$ cat src/rtl/inst_fetch.sv
// Instruction fetch front-end: sequential PC generation, valid/ready requests to instruction
// memory, an in-order response buffer feeding the decoder, and redirect/flush handling.
module inst_fetch #(
    parameter int unsigned     xlen       = 32,
    parameter logic [xlen-1:0] reset_pc   = 32'h0000_0000,
    parameter int unsigned     fifo_depth = 2
) (
    input  logic            clk,
    input  logic            rst,
    input  logic            redirect,
    input  logic [xlen-1:0] redirect_pc,
    output logic            imem_req_valid,
    output logic [xlen-1:0] imem_req_addr,
    input  logic            imem_req_ready,
    input  logic            imem_rsp_valid,
    input  logic [31:0]     imem_rsp_data,
    output logic            inst_valid,
    output logic [31:0]     inst,
    output logic [xlen-1:0] cur_pc,
    input  logic            inst_ready,
    output logic            fetch_err
);
    localparam int unsigned ptr_w = $clog2(fifo_depth);
    localparam int unsigned cnt_w = ptr_w + 1;
    localparam logic [31:0]    nop_inst  = 32'h0000_0013;
    localparam logic [cnt_w:0] depth_lim = (cnt_w + 1)'(fifo_depth);

    typedef enum logic [1:0] {
        st_idle  = 2'd0,
        st_run   = 2'd1,
        st_flush = 2'd2,
        st_halt  = 2'd3
    } state_t;

    state_t           state_r, state_next_s;
    logic             req_valid_r, req_valid_next_s;
    logic [xlen-1:0]  req_addr_r, alt_addr_r, cur_pc_r;
    logic             alt_pend_r;
    logic [cnt_w-1:0] outstanding_r, drop_cnt_r, count_r;
    logic [31:0]      mem_r [fifo_depth];
    logic [ptr_w-1:0] rd_ptr_r, wr_ptr_r, rd_next_s;
    logic             inst_valid_r, fetch_err_r;
    logic [31:0]      inst_r, head_next_s;

    logic             accept_s, held_s, pop_s, push_s;
    logic             redir_ok_s, redir_bad_s, flush_s, room_s;
    logic [cnt_w-1:0] out_next_s, cnt_next_s, drop_new_s, drop_dec_s;

    assign imem_req_valid = req_valid_r;
    assign imem_req_addr  = req_addr_r;
    assign inst_valid     = inst_valid_r;
    assign inst           = inst_r;
    assign cur_pc         = cur_pc_r;
    assign fetch_err      = fetch_err_r;

    // Next-cycle bookkeeping: counters, buffer head and FSM state
    always_comb begin
        accept_s    = req_valid_r & imem_req_ready;
        held_s      = req_valid_r & ~imem_req_ready;
        pop_s       = inst_valid_r & inst_ready;
        push_s      = imem_rsp_valid & (state_r == st_run);
        redir_ok_s  = redirect & (state_r != st_halt) & (redirect_pc[1:0] == 2'b00);
        redir_bad_s = redirect & (state_r != st_halt) & (redirect_pc[1:0] != 2'b00);
        flush_s     = redir_ok_s | redir_bad_s;
        out_next_s  = outstanding_r + cnt_w'(accept_s) - cnt_w'(imem_rsp_valid);
        if (flush_s) begin
            cnt_next_s = {cnt_w{1'b0}};
        end else begin
            cnt_next_s = count_r + cnt_w'(push_s) - cnt_w'(pop_s);
        end
        rd_next_s = rd_ptr_r + ptr_w'(pop_s);
        // A push into an otherwise drained buffer becomes the new head directly
        if (push_s && (rd_next_s == wr_ptr_r)) begin
            head_next_s = imem_rsp_data;
        end else begin
            head_next_s = mem_r[rd_next_s];
        end
        // The still-pending bus request is in flight too; its response must be dropped
        drop_new_s = out_next_s + cnt_w'(held_s);
        if (imem_rsp_valid && (drop_cnt_r != {cnt_w{1'b0}})) begin
            drop_dec_s = drop_cnt_r - cnt_w'(1'b1);
        end else begin
            drop_dec_s = drop_cnt_r;
        end
        case (state_r)
            st_idle:  state_next_s = st_run;
            st_run:   state_next_s = st_run;
            st_flush: state_next_s = (drop_dec_s == {cnt_w{1'b0}}) ? st_run : st_flush;
            st_halt:  state_next_s = st_halt;
            default:  state_next_s = st_halt;
        endcase
        if (redir_bad_s) begin
            state_next_s = st_halt;
        end else if (redir_ok_s) begin
            state_next_s = (drop_new_s != {cnt_w{1'b0}}) ? st_flush : st_run;
        end else begin
            state_next_s = state_next_s;
        end
        room_s = ({1'b0, out_next_s} + {1'b0, cnt_next_s}) < depth_lim;
        req_valid_next_s = (held_s && (state_next_s != st_halt)) ||
                           ((state_next_s == st_run) && room_s);
    end

    // State, request channel, instruction buffer and decoder-side registers
    always_ff @(posedge clk or posedge rst) begin
        if (rst) begin
            state_r       <= st_idle;
            req_valid_r   <= 1'b0;
            req_addr_r    <= reset_pc;
            alt_pend_r    <= 1'b0;
            alt_addr_r    <= reset_pc;
            outstanding_r <= {cnt_w{1'b0}};
            drop_cnt_r    <= {cnt_w{1'b0}};
            count_r       <= {cnt_w{1'b0}};
            rd_ptr_r      <= {ptr_w{1'b0}};
            wr_ptr_r      <= {ptr_w{1'b0}};
            for (int i = 0; i < int'(fifo_depth); i++) begin
                mem_r[i] <= 32'h0000_0000;
            end
            inst_valid_r  <= 1'b0;
            inst_r        <= nop_inst;
            cur_pc_r      <= reset_pc;
            fetch_err_r   <= 1'b0;
        end else begin
            state_r       <= state_next_s;
            req_valid_r   <= req_valid_next_s;
            outstanding_r <= out_next_s;
            count_r       <= cnt_next_s;
            if (redir_ok_s) begin
                drop_cnt_r <= drop_new_s;
            end else if (redir_bad_s) begin
                drop_cnt_r <= {cnt_w{1'b0}};
            end else begin
                drop_cnt_r <= drop_dec_s;
            end
            // A redirect never disturbs a request still waiting on the bus
            if (redir_ok_s) begin
                if (held_s) begin
                    alt_pend_r <= 1'b1;
                    alt_addr_r <= redirect_pc;
                end else begin
                    alt_pend_r <= 1'b0;
                    req_addr_r <= redirect_pc;
                end
            end else if (accept_s) begin
                if (alt_pend_r) begin
                    alt_pend_r <= 1'b0;
                    req_addr_r <= alt_addr_r;
                end else begin
                    req_addr_r <= req_addr_r + xlen'(3'd4);
                end
            end
            if (flush_s) begin
                rd_ptr_r <= {ptr_w{1'b0}};
                wr_ptr_r <= {ptr_w{1'b0}};
            end else begin
                if (push_s) begin
                    mem_r[wr_ptr_r] <= imem_rsp_data;
                end
                wr_ptr_r <= wr_ptr_r + ptr_w'(push_s);
                rd_ptr_r <= rd_next_s;
            end
            inst_valid_r <= (cnt_next_s != {cnt_w{1'b0}});
            if (cnt_next_s != {cnt_w{1'b0}}) begin
                inst_r <= head_next_s;
            end
            if (flush_s) begin
                cur_pc_r <= redirect_pc;
            end else if (pop_s) begin
                cur_pc_r <= cur_pc_r + xlen'(3'd4);
            end
            fetch_err_r <= fetch_err_r | redir_bad_s;
        end
    end
endmodule

$ cat config.mk
export PLATFORM = sky130hd
export DESIGN_NAME = inst_fetch
export DESIGN_NICKNAME = d
export VERILOG_FILES = /design/src/rtl/inst_fetch.sv
export SDC_FILE = /design/constraint.sdc
export NUM_CORES = 1
export LEC_CHECK = 0
export BUFFER_PORTS_ARGS = -buffer_cell sky130_fd_sc_hd__buf_2
export CAP_MARGIN = 20
export CORE_UTILIZATION = 49
export CTS_CLUSTER_SIZE = 30
export DETAILED_ROUTE_END_ITERATION = 10
export PLACE_DENSITY = 0.71
export SKIP_LAST_GASP = 1
export SLEW_MARGIN = 20
export SYNTH_ARGS = -nofsm -noshare
export SYNTH_HDL_FRONTEND = slang
export SYNTH_SLANG_ARGS = --single-unit
$ cat constraint.sdc
create_clock -name clk -period 7.8 [get_ports clk]
set_clock_uncertainty 0.2 [all_clocks]
set_input_delay 0.39 -clock clk [delete_from_list [all_inputs] [get_ports clk]]
set_output_delay 0.39 -clock clk [all_outputs]
set_load 0.03 [all_outputs]
==> impl_metrics.tcl, run 1 <==
set metrics [dict create \
    grt_pass1_vias 9134 \
    max_freq_mhz 257 \
    syn_inst 1047 \
    pwr-share-seq_pct 36.8 \
    post_cts_buffers 0 \
    path_class "reg2reg" \
    cts_resized 0 \
    intPower_w 0.00260 \
    cap_violations 0 \
    diodes 0 \
    synth_seq_cells 206 \
    finalPower_w 0.00451 \
    synth_common_cells "dfrtp_1 (203), nand2_1 (133), mux2_2 (88)" \
    swShare_pct 42.3 \
    viasPerCell 6.06 \
    drc 0 \
    std_cell_rows 53 \
    first_pass_iters 7 \
    path_clk_slew_ns 0.05 \
    worstPathMaxFanout 35 \
    synth_top_area_cell "dfrtp_1" \
    period_needed_ns 3.89 \
    setup_viol 0 \
    worstMarginPinSlew_ns 1.02 \
    outcome "finished, final reports clean" \
    hold_path_class "in2reg" \
    start_kind "register" \
    cts_sinks 206 \
    grt_pass1_wl_um 48300 \
    syn_to_final_growth_pct 22.0 \
    synth.most_common_cell "dfrtp_1" \
    drt_iter0_markers 658 \
    clock_latency_ns 0.53 \
    place.detailed.hpwl_um 19300 \
    initial_utilization_pct 50.6 \
    coreArea_um2 21200 \
    finalHoldViolCount 0 \
    synthTopCellsByArea "dfrtp_1 (47%), mux2_2 (9.2%), nand2_1 (4.7%), o21ai_0 (2.9%), xor2_1 (2.5%)" \
    design_area_um2 13100 \
    drv_slew 0 \
    place_area_um2 11700 \
    worstPathRequired_ns 8.01 \
    clockRootBuffer "clkbuf_16" \
    die_w_um 150 \
    combPwrFrac_pct 39.7 \
    fill_cells 1752 \
    vias 9305 \
    powerDensity_nw_per_um2 344 \
    final_nets 1324 \
    syn_avg_cell_area_um2 10.2 \
    numCtsBuffers 24 \
    netlist_area_um2 10700 \
    drt_wl_total_um 29800 \
    yosysSeqAreaShare_pct 48.1 \
    yosysTopAreaCellShare_pct 47.3 \
    finalSetupTns_ns 0 \
    hold_buffers 65 \
    ant_nets 0 \
    antenna_found_initial 1 \
    io_pins 169 \
    synth_cell_type_count 76 \
    final_cells 1536 \
    grt.overflow.total 0 \
    die_h_um 150 \
    synth-edff-count 0 \
    synthArstFlopShare_pct 100 \
    dp.cells 1429 \
    crit_path_end_kind "register" \
    clock_power_share_pct 23.5 \
    grt_setup_unrepaired "no" \
    synth-main-ff-cell "dfrtp_1" \
    dieArea_um2 22500 \
    drive_gt1_share_pct 26.0 \
    gp_congestion 0.883 \
    ys_warn_count 0 \
    fin_crit_sh_pct 49.9 \
    track_usage_pct 27.2 \
    peakVddDrop_mv 0.220 \
    clockBufferDepth 3 \
    synthesis.nets 1126 \
    port_buffers 168 \
    wl_per_cell_um 19.4 \
    grt_max_degree 139 \
    slew_headroom_pct 31.5 \
    cts_tree "done" \
    htree_levels 1 \
    p_sw_w 0.00190 \
    arrival_ns 4.10 \
    p_leak_nw 6.11 \
    post-route-util_pct 61.7 \
]
[layer usage]
layer / global-route usage, % / share of wire, % / vias up
li1: - / - / 4256
met1: 36.9 / 43 / 4602
met2: 43.1 / 46 / 372
met3: 5.30 / 7.7 / 73
met4: 9.90 / 3.4 / 2
met5: 0 / 0.034 / -
[power by group through the flow]
stage | sequential [W] | clock [W] | combinational (W)
2_1_floorplan | 0.00199 | 0 | 0.000907
3_3_place_gp | 0.00165 | 0 | 0.00171
3_5_place_dp | 0.00166 | 0 | 0.00176
5_1_grt | 0.00169 | 0.00112 | 0.00196
6_report | 0.00166 | 0.00106 | 0.00179
4_1_cts | 0.00165 | 0.00108 | 0.00179
[final cells by class]
class / instances / area [µm²] / share of cell area, %
repair buffers: 246 / 1590 / 12.1
inverters: 16 / 67.6 / 0.516
clock buffers: 38 / 703 / 5.37
multi-input cells: 751 / 5200 / 39.7
well taps: 275 / 344 / 2.63
flip-flops and latches: 206 / 5160 / 39.4
clock inverters: 4 / 31.3 / 0.239
[registers in the layout, indices dropped and copies added, names as in the netlist, 2 cells and up]
register,flops
mem_r,64
outstanding_r,2
cur_pc,32
drop_cnt_r,2
state_r,2
imem_req_addr,32
inst,32
alt_addr_r,32
count_r,2
[worst paths after layout]
check / from / to / cells after the start / slack (ns)
max: state_r[1] / imem_req_valid / 13 / 3.91
min: redirect / imem_req_valid / 2 / 0.02
max reg2reg: state_r[1] / imem_req_valid / 13 / 3.91
min reg2reg: fetch_err / fetch_err / 1 / 0.25
max in group asynchronous: rst / mem_r[59] / 4 / 5.53
min in group asynchronous: rst / mem_r[3] / 3 / 0.44
[worst max-delay path, cell delays in order, from the launching register on]
cell and delay, ns:
dfrtp_1 0.45, and3b_1 0.24, buf_4 0.37, inv_2 0.31, ha_1 0.37, inv_1 0.04, ha_1 0.18, xnor2_1 0.14
xnor2_1 0.28, and2_1 0.22, fa_1 0.43, nor3_1 0.18, a21oi_1 0.09, a221oi_1 0.26
[stage by stage]
step                      setup WS, ns  hold WS, ns
final                             3.91       0.0188
after global routing              3.70       0.0193
after detailed placement          3.93        0.239
after CTS                         3.93      0.00331
after global placement            4.06        0.238
after floorplan                   1.59        0.254
[logic make-up (layout without fill, tap and decap cells)]
| logic type | after synthesis | in the layout | share of synthesized area, % |
|---|---|---|---|
| and+or+nand+nor | 351 | 351 | 17.0 |
| DFF | 206 | 206 | 48.1 |
| xor gates and xnor gates | 47 | 47 | 3.97 |
| muxes | 100 | 100 | 10.4 |
| AOI/OAI and AO/OA | 244 | 244 | 15.7 |
| buffers and inverters | 90 | 304 | 3.79 |
| adders and majority gates | 9 | 9 | 1.12 |
[placed cells by master, fill, tap and decap left out, types with 4 or more instances in the layout]
| cell type | synthesis | routed |
|---|---|---|
| clkbuf_8 | 0 | 5 |
| buf_2 | 31 | 168 |
| nor4_1 | 6 | 6 |
| mux2_2 | 88 | 88 |
| dlygate4sd3_1 | 0 | 65 |
| nor3_1 | 10 | 9 |
| o211a_1 | 14 | 14 |
| nand2b_1 | 4 | 4 |
| clkbuf_16 | 0 | 24 |
| buf_4 | 6 | 13 |
| a311oi_1 | 18 | 18 |
| a21oi_1 | 24 | 24 |
| xnor2_1 | 15 | 15 |
| xor2_1 | 31 | 31 |
| o22ai_1 | 22 | 22 |
| nand4_1 | 38 | 38 |
| inv_1 | 15 | 14 |
| ha_1 | 8 | 8 |
| mux2i_1 | 6 | 6 |
| o21ai_0 | 63 | 62 |
| dfrtp_1 | 203 | 203 |
| nand2_1 | 133 | 132 |
| nor2_1 | 34 | 34 |
| and3_1 | 32 | 32 |
| o211ai_1 | 7 | 7 |
| a21o_1 | 20 | 20 |
| nand3_1 | 49 | 49 |
| a211oi_1 | 22 | 22 |
| or4_1 | 4 | 4 |
| and2_1 | 9 | 8 |
| clkbuf_1 | 32 | 9 |
| and4_1 | 5 | 5 |
| o31ai_1 | 14 | 14 |
| a22oi_1 | 7 | 7 |
| mux2_1 | 6 | 6 |
| a31oi_1 | 4 | 4 |
Note: power is estimated with default switching activity, not from simulation.
==> inputs of run 2 (changes only) <==
==> constraint.sdc (replaced) <==
create_clock -name clk -period 3.7 [get_ports clk]
set_clock_uncertainty 0.2 [all_clocks]
set_input_delay 0.185 -clock clk [delete_from_list [all_inputs] [get_ports clk]]
set_output_delay 0.185 -clock clk [all_outputs]
set_load 0.03 [all_outputs]
==> impl_metrics.tcl, run 2 (synthesized netlist as in run 1, its figures left out) <==
set metrics [dict create \
    crit_family "adder cells" \
    ant_nets 0 \
    grt.overflow.total 0 \
    powerDensity_nw_per_um2 729 \
    slowest_delay_ns 0.45 \
    setup_viol 0 \
    htree_levels 1 \
    worstPathRequired_ns 3.91 \
    cts_resized 0 \
    clockBufferDepth 3 \
    drc 0 \
    hold_path_class "in2reg" \
    clock_latency_ns 0.51 \
    dieArea_um2 22500 \
    std_cell_rows 53 \
    path_class "reg2reg" \
    most-common-layout-cells "dfrtp_1 (203), buf_2 (168), nand2_1 (133)" \
    fin_crit_sh_pct 84.9 \
    cap_violations 0 \
    slowest_stage "dfrtp_1" \
    track_usage_pct 27.1 \
    top_register "mem_r" \
    p_leak_nw 6.22 \
    period_needed_ns 3.14 \
    drv_slew 0 \
    drt_iter0_markers 515 \
    wl_per_cell_um 19.3 \
    vias 9345 \
    start_kind "register" \
    grt_max_degree 67 \
    clock_power_share_pct 24.9 \
    finalWorstSetupSlack_ns 0.558 \
    syn_to_final_growth_pct 24.1 \
    combPwrFrac_pct 39.2 \
    peakVddDrop_mv 0.416 \
    drive_gt1_share_pct 26.7 \
    intPower_w 0.00571 \
    fill_cells 1743 \
    gp_congestion 0.905 \
    die_w_um 150 \
    initial_utilization_pct 50.6 \
    finalHoldViolCount 0 \
    first_pass_iters 7 \
    pwr-share-seq_pct 35.9 \
    swShare_pct 41.2 \
    path_cells "and3b_1 > inv_2 > ha_1 > inv_1 > ha_1 > xnor2_1 > xnor2_1 > and2_1 > fa_1 > nor3_1 > a21oi_1 > a221oi_1" \
    antenna_found_initial 0 \
    diodes 0 \
    largest_reg_flops 64 \
    cts_tree "done" \
    worstPathMaxFanout 6 \
    worstMarginPinSlew_ns 1.01 \
    max_freq_mhz 318 \
    p_sw_w 0.00400 \
    slew_headroom_pct 32.4 \
    outcome "finished, final reports clean" \
    arrival_ns 3.36 \
    numCtsBuffers 24 \
    path_clk_slew_ns 0.06 \
    clockRootBuffer "clkbuf_16" \
    grt_setup_unrepaired "no" \
    drt_wl_total_um 30000 \
    timing.critical_path.buf_inv 2 \
    grt_pass1_wl_um 48200 \
    io_pins 169 \
    cts_sinks 206 \
    finalSetupTns_ns 0 \
    coreArea_um2 21200 \
    grt_pass1_vias 9137 \
    place_ws_ns 0.554 \
    layout_commonest_cell "dfrtp_1" \
    die_h_um 150 \
    crit_path_end_kind "register" \
    final_nets 1339 \
    place.detailed.hpwl_um 19800 \
    finalPower_w 0.00971 \
    port_buffers 168 \
    viasPerCell 6.02 \
]
## run 2: worst reg2reg max path: stages, from the launching register on
cell and delay [ns]:
dfrtp_1 0.45, and3b_1 0.28, inv_2 0.05, ha_1 0.27, inv_1 0.04, ha_1 0.18, xnor2_1 0.14, xnor2_1 0.28
and2_1 0.23, fa_1 0.43, nor3_1 0.19, a21oi_1 0.09, a221oi_1 0.23
## run 2: power groups by stage
stage / Clock (W) / Sequential, W / Combinational (W)
detailed placement: 0 / 0.00350 / 0.00374
CTS: 0.00246 / 0.00347 / 0.00381
global route: 0.00253 / 0.00357 / 0.00417
floorplan: 0 / 0.00419 / 0.00191
finish: 0.00242 / 0.00349 / 0.00380
global placement: 0 / 0.00348 / 0.00366
## run 2: timing repair
item                                   4_1_cts  5_1_grt
endpoints found under the hold margin      223        0
hold buffers                                68        0
setup buffers                                0        0
## run 2: per-stage QoR
step                      area [µm²]  hold WS, ns  std cells  util (%)
final                          13300       0.0973       1552      62.7
after global routing           13300        0.137       1552      62.7
after CTS                      13300       0.0855       1552      62.7
after detailed placement       11800        0.203       1441      55.7
after global placement         11800        0.203       1441      55.7
after floorplan                10700       0.0831       1047         -
## run 2: per-layer routing
| metal | up-vias | track usage, % | wire length (µm) |
|---|---|---|---|
| met5 | - | 0 | 0 |
| met4 | 0 | 10.6 | 1210 |
| met3 | 75 | 4.51 | 2110 |
| met2 | 369 | 42.6 | 13700 |
| met1 | 4609 | 37.3 | 13000 |
| li1 | 4292 | - | - |
## run 2: cell type report
cell class | instances | area, µm² | share of cell area (%)
tap | 275 | 344 | 2.58
multi-input combinational | 751 | 5190 | 39.0
timing repair buffer | 261 | 1750 | 13.1
inverter | 16 | 63.8 | 0.479
sequential | 206 | 5160 | 38.7
clock buffer | 38 | 734 | 5.52
clock inverter | 5 | 77.6 | 0.583
## run 2: path summary, 6_finish.rpt
kind	slack (ns)	startpoint	depth (start not counted)	endpoint
worst min-delay path	0.1	inst_ready	4	cur_pc[2]
worst min register to register	0.25	fetch_err	1	fetch_err
worst max register to register	0.56	state_r[1]	12	imem_req_valid
max in group asynchronous	2.29	rst	4	inst[1]
worst max-delay path	0.56	state_r[1]	12	imem_req_valid
min in group asynchronous	0.21	rst	3	imem_req_valid
==> inputs of run 3 (changes only) <==
==> constraint.sdc (replaced) <==
create_clock -name clk -period 3.1 [get_ports clk]
set_clock_uncertainty 0.2 [all_clocks]
set_input_delay 0.155 -clock clk [delete_from_list [all_inputs] [get_ports clk]]
set_output_delay 0.155 -clock clk [all_outputs]
set_load 0.03 [all_outputs]
==> impl_metrics.tcl, run 3 (synthesized netlist as in run 1, its figures left out) <==
set metrics [dict create \
    port_buffers 168 \
    die_h_um 150 \
    post-route-util_pct 62.9 \
    clock_latency_ns 0.51 \
    finalWorstSetupSlack_ns 0.207 \
    place_ws_ns 0.119 \
    dp.cells 1447 \
    timing.rr.end "imem_req_valid" \
    worstPathMaxFanout 2 \
    coreArea_um2 21200 \
    final_cells 1557 \
    path_clk_slew_ns 0.06 \
    hold_start "inst_ready" \
    drive_gt1_share_pct 27.5 \
    finalHoldViolCount 0 \
    slowest_stage "fa_1" \
    place.detailed.hpwl_um 19500 \
    drv_slew 0 \
    std_cell_rows 53 \
    whs_endpoint "cur_pc[2]" \
    powerDensity_nw_per_um2 865 \
    syn_to_final_growth_pct 24.4 \
    top_register "mem_r" \
    layout_commonest_cell "dfrtp_1" \
    peakVddDrop_mv 0.673 \
    grt_pass1_vias 9091 \
    grt_setup_unrepaired "no" \
    arrival_ns 3.11 \
    slew_headroom_pct 42.6 \
    reg2regPathDepth 12 \
    cts_tree "done" \
    grt_max_degree 86 \
    viasPerCell 6.03 \
    ant_nets 0 \
    clockBufferDepth 3 \
    worstPathRequired_ns 3.32 \
    p_leak_nw 6.25 \
    clockRootBuffer "clkbuf_16" \
    io_pins 169 \
    gp_congestion 0.893 \
    reg2reg_from "state_r[1]" \
    largest_reg_flops 64 \
    fill_cells 1715 \
    start_kind "register" \
    grt_pass1_wl_um 48200 \
    final_nets 1344 \
    crit_top_cell "xnor2_2" \
    period_needed_ns 2.89 \
    finalSetupTns_ns 0 \
    worstMarginPinSlew_ns 0.861 \
    max_freq_mhz 346 \
    whs_path_depth 4 \
    slowest_delay_ns 0.42 \
    path_cells "and3b_1 > inv_2 > ha_1 > inv_1 > ha_2 > xnor2_2 > xnor2_2 > and2_4 > fa_1 > nor3_1 > a21oi_1 > a221oi_2" \
    r2r_setup_slack_ns 0.21 \
    drc 0 \
    first_pass_iters 5 \
    initial_utilization_pct 50.6 \
    htree_levels 1 \
    drt_wl_total_um 30200 \
    hold_path_class "in2reg" \
    track_usage_pct 27.3 \
    antenna_found_initial 1 \
    finalPower_w 0.0116 \
    wl_per_cell_um 19.4 \
    grt.overflow.total 0 \
    cts_sinks 206 \
    drt_iter0_markers 707 \
    die_w_um 150 \
    most-common-layout-cells "dfrtp_1 (203), buf_2 (168), nand2_1 (133)" \
    setup_viol 0 \
    dieArea_um2 22500 \
    outcome "finished, final reports clean" \
    vias 9396 \
    crit_path_end_kind "register" \
    numCtsBuffers 23 \
    fin_crit_sh_pct 93.3 \
    path_class "reg2reg" \
    cap_violations 0 \
]
==> run 3: cell count changes in the layout (fill, tap and decap cells not counted), sizes merged <==
cell / previous run / this run
buf: 193 / 199
bufinv: 2 / 1
clkbuf: 38 / 35
clkinv: 2 / 4
clkinvlp: 2 / 1
diode: 0 / 1
inv: 15 / 16
==> run 3: critical path, delay by kind of cell, from the launching register on <==
family | cells | cell delay (ns)
buffers and inverters | 2 | 0.08
and+or+nand+nor | 3 | 0.61
DFF | 1 | 0.37
adders and majority gates | 3 | 0.85
xor gates and xnor gates | 2 | 0.39
AOI/OAI and AO/OA | 2 | 0.30
==> run 3: per-stage QoR <==
step | hold slack, ns | cell area (µm²)
3_3_place_gp | 0.0526 | 11900
3_5_place_dp | 0.0690 | 11900
5_1_grt | 0.0933 | 13400
6_report | 0.0554 | 13400
2_1_floorplan | 0.0531 | 10800
4_1_cts | 0.0357 | 13300
==> run 3: report_power, final <==
| part | internal [W] | total [W] | switching, W |
|---|---|---|---|
| combinational | 0.00172 | 0.00474 | 0.00302 |
| clock | 0.00161 | 0.00270 | 0.00109 |
| sequential | 0.00341 | 0.00411 | 0.000696 |
| total | 0.00675 | 0.0116 | 0.00481 |
==> run 3: timing repair <==
action / CTS / global route
endpoints found under the hold margin: 214 / 0
setup endpoints to repair: 0 / 1
resized for setup: 0 / 3
hold buffers: 68 / 0
buffers inserted: 0 / 0
==> run 3: metal layers <==
layer | global-route usage (%) | part of all wire, %
met1 | 37.0 | 43
met2 | 43.7 | 47
met3 | 4.97 | 6.9
met4 | 9.65 | 2.9
met5 | 0 | 0
==> run 3: area by class of cell <==
| class | count | area (µm²) | area share [%] |
|---|---|---|---|
| diodes | 1 | 2.50 | 0.0187 |
| clock buffers | 35 | 691 | 5.17 |
| clock inverters | 6 | 58.8 | 0.440 |
| inverters | 16 | 63.8 | 0.478 |
| multi-input cells | 751 | 5220 | 39.1 |
| flip-flops and latches | 206 | 5160 | 38.6 |
| well taps | 275 | 344 | 2.58 |
| repair buffers | 267 | 1820 | 13.6 |
==> run 3: worst max path at each step <==
stage / start / end / slack (ns) / depth (start not counted)
floorplan: state_r[1] / imem_req_valid / 0.001 / 15
global placement: state_r[1] / imem_req_valid / 0.17 / 12
detailed placement: state_r[1] / imem_req_valid / 0.12 / 12
CTS: state_r[1] / imem_req_valid / 0.09 / 12
global route: state_r[1] / imem_req_valid / 0.03 / 12
finish: state_r[1] / imem_req_valid / 0.21 / 12
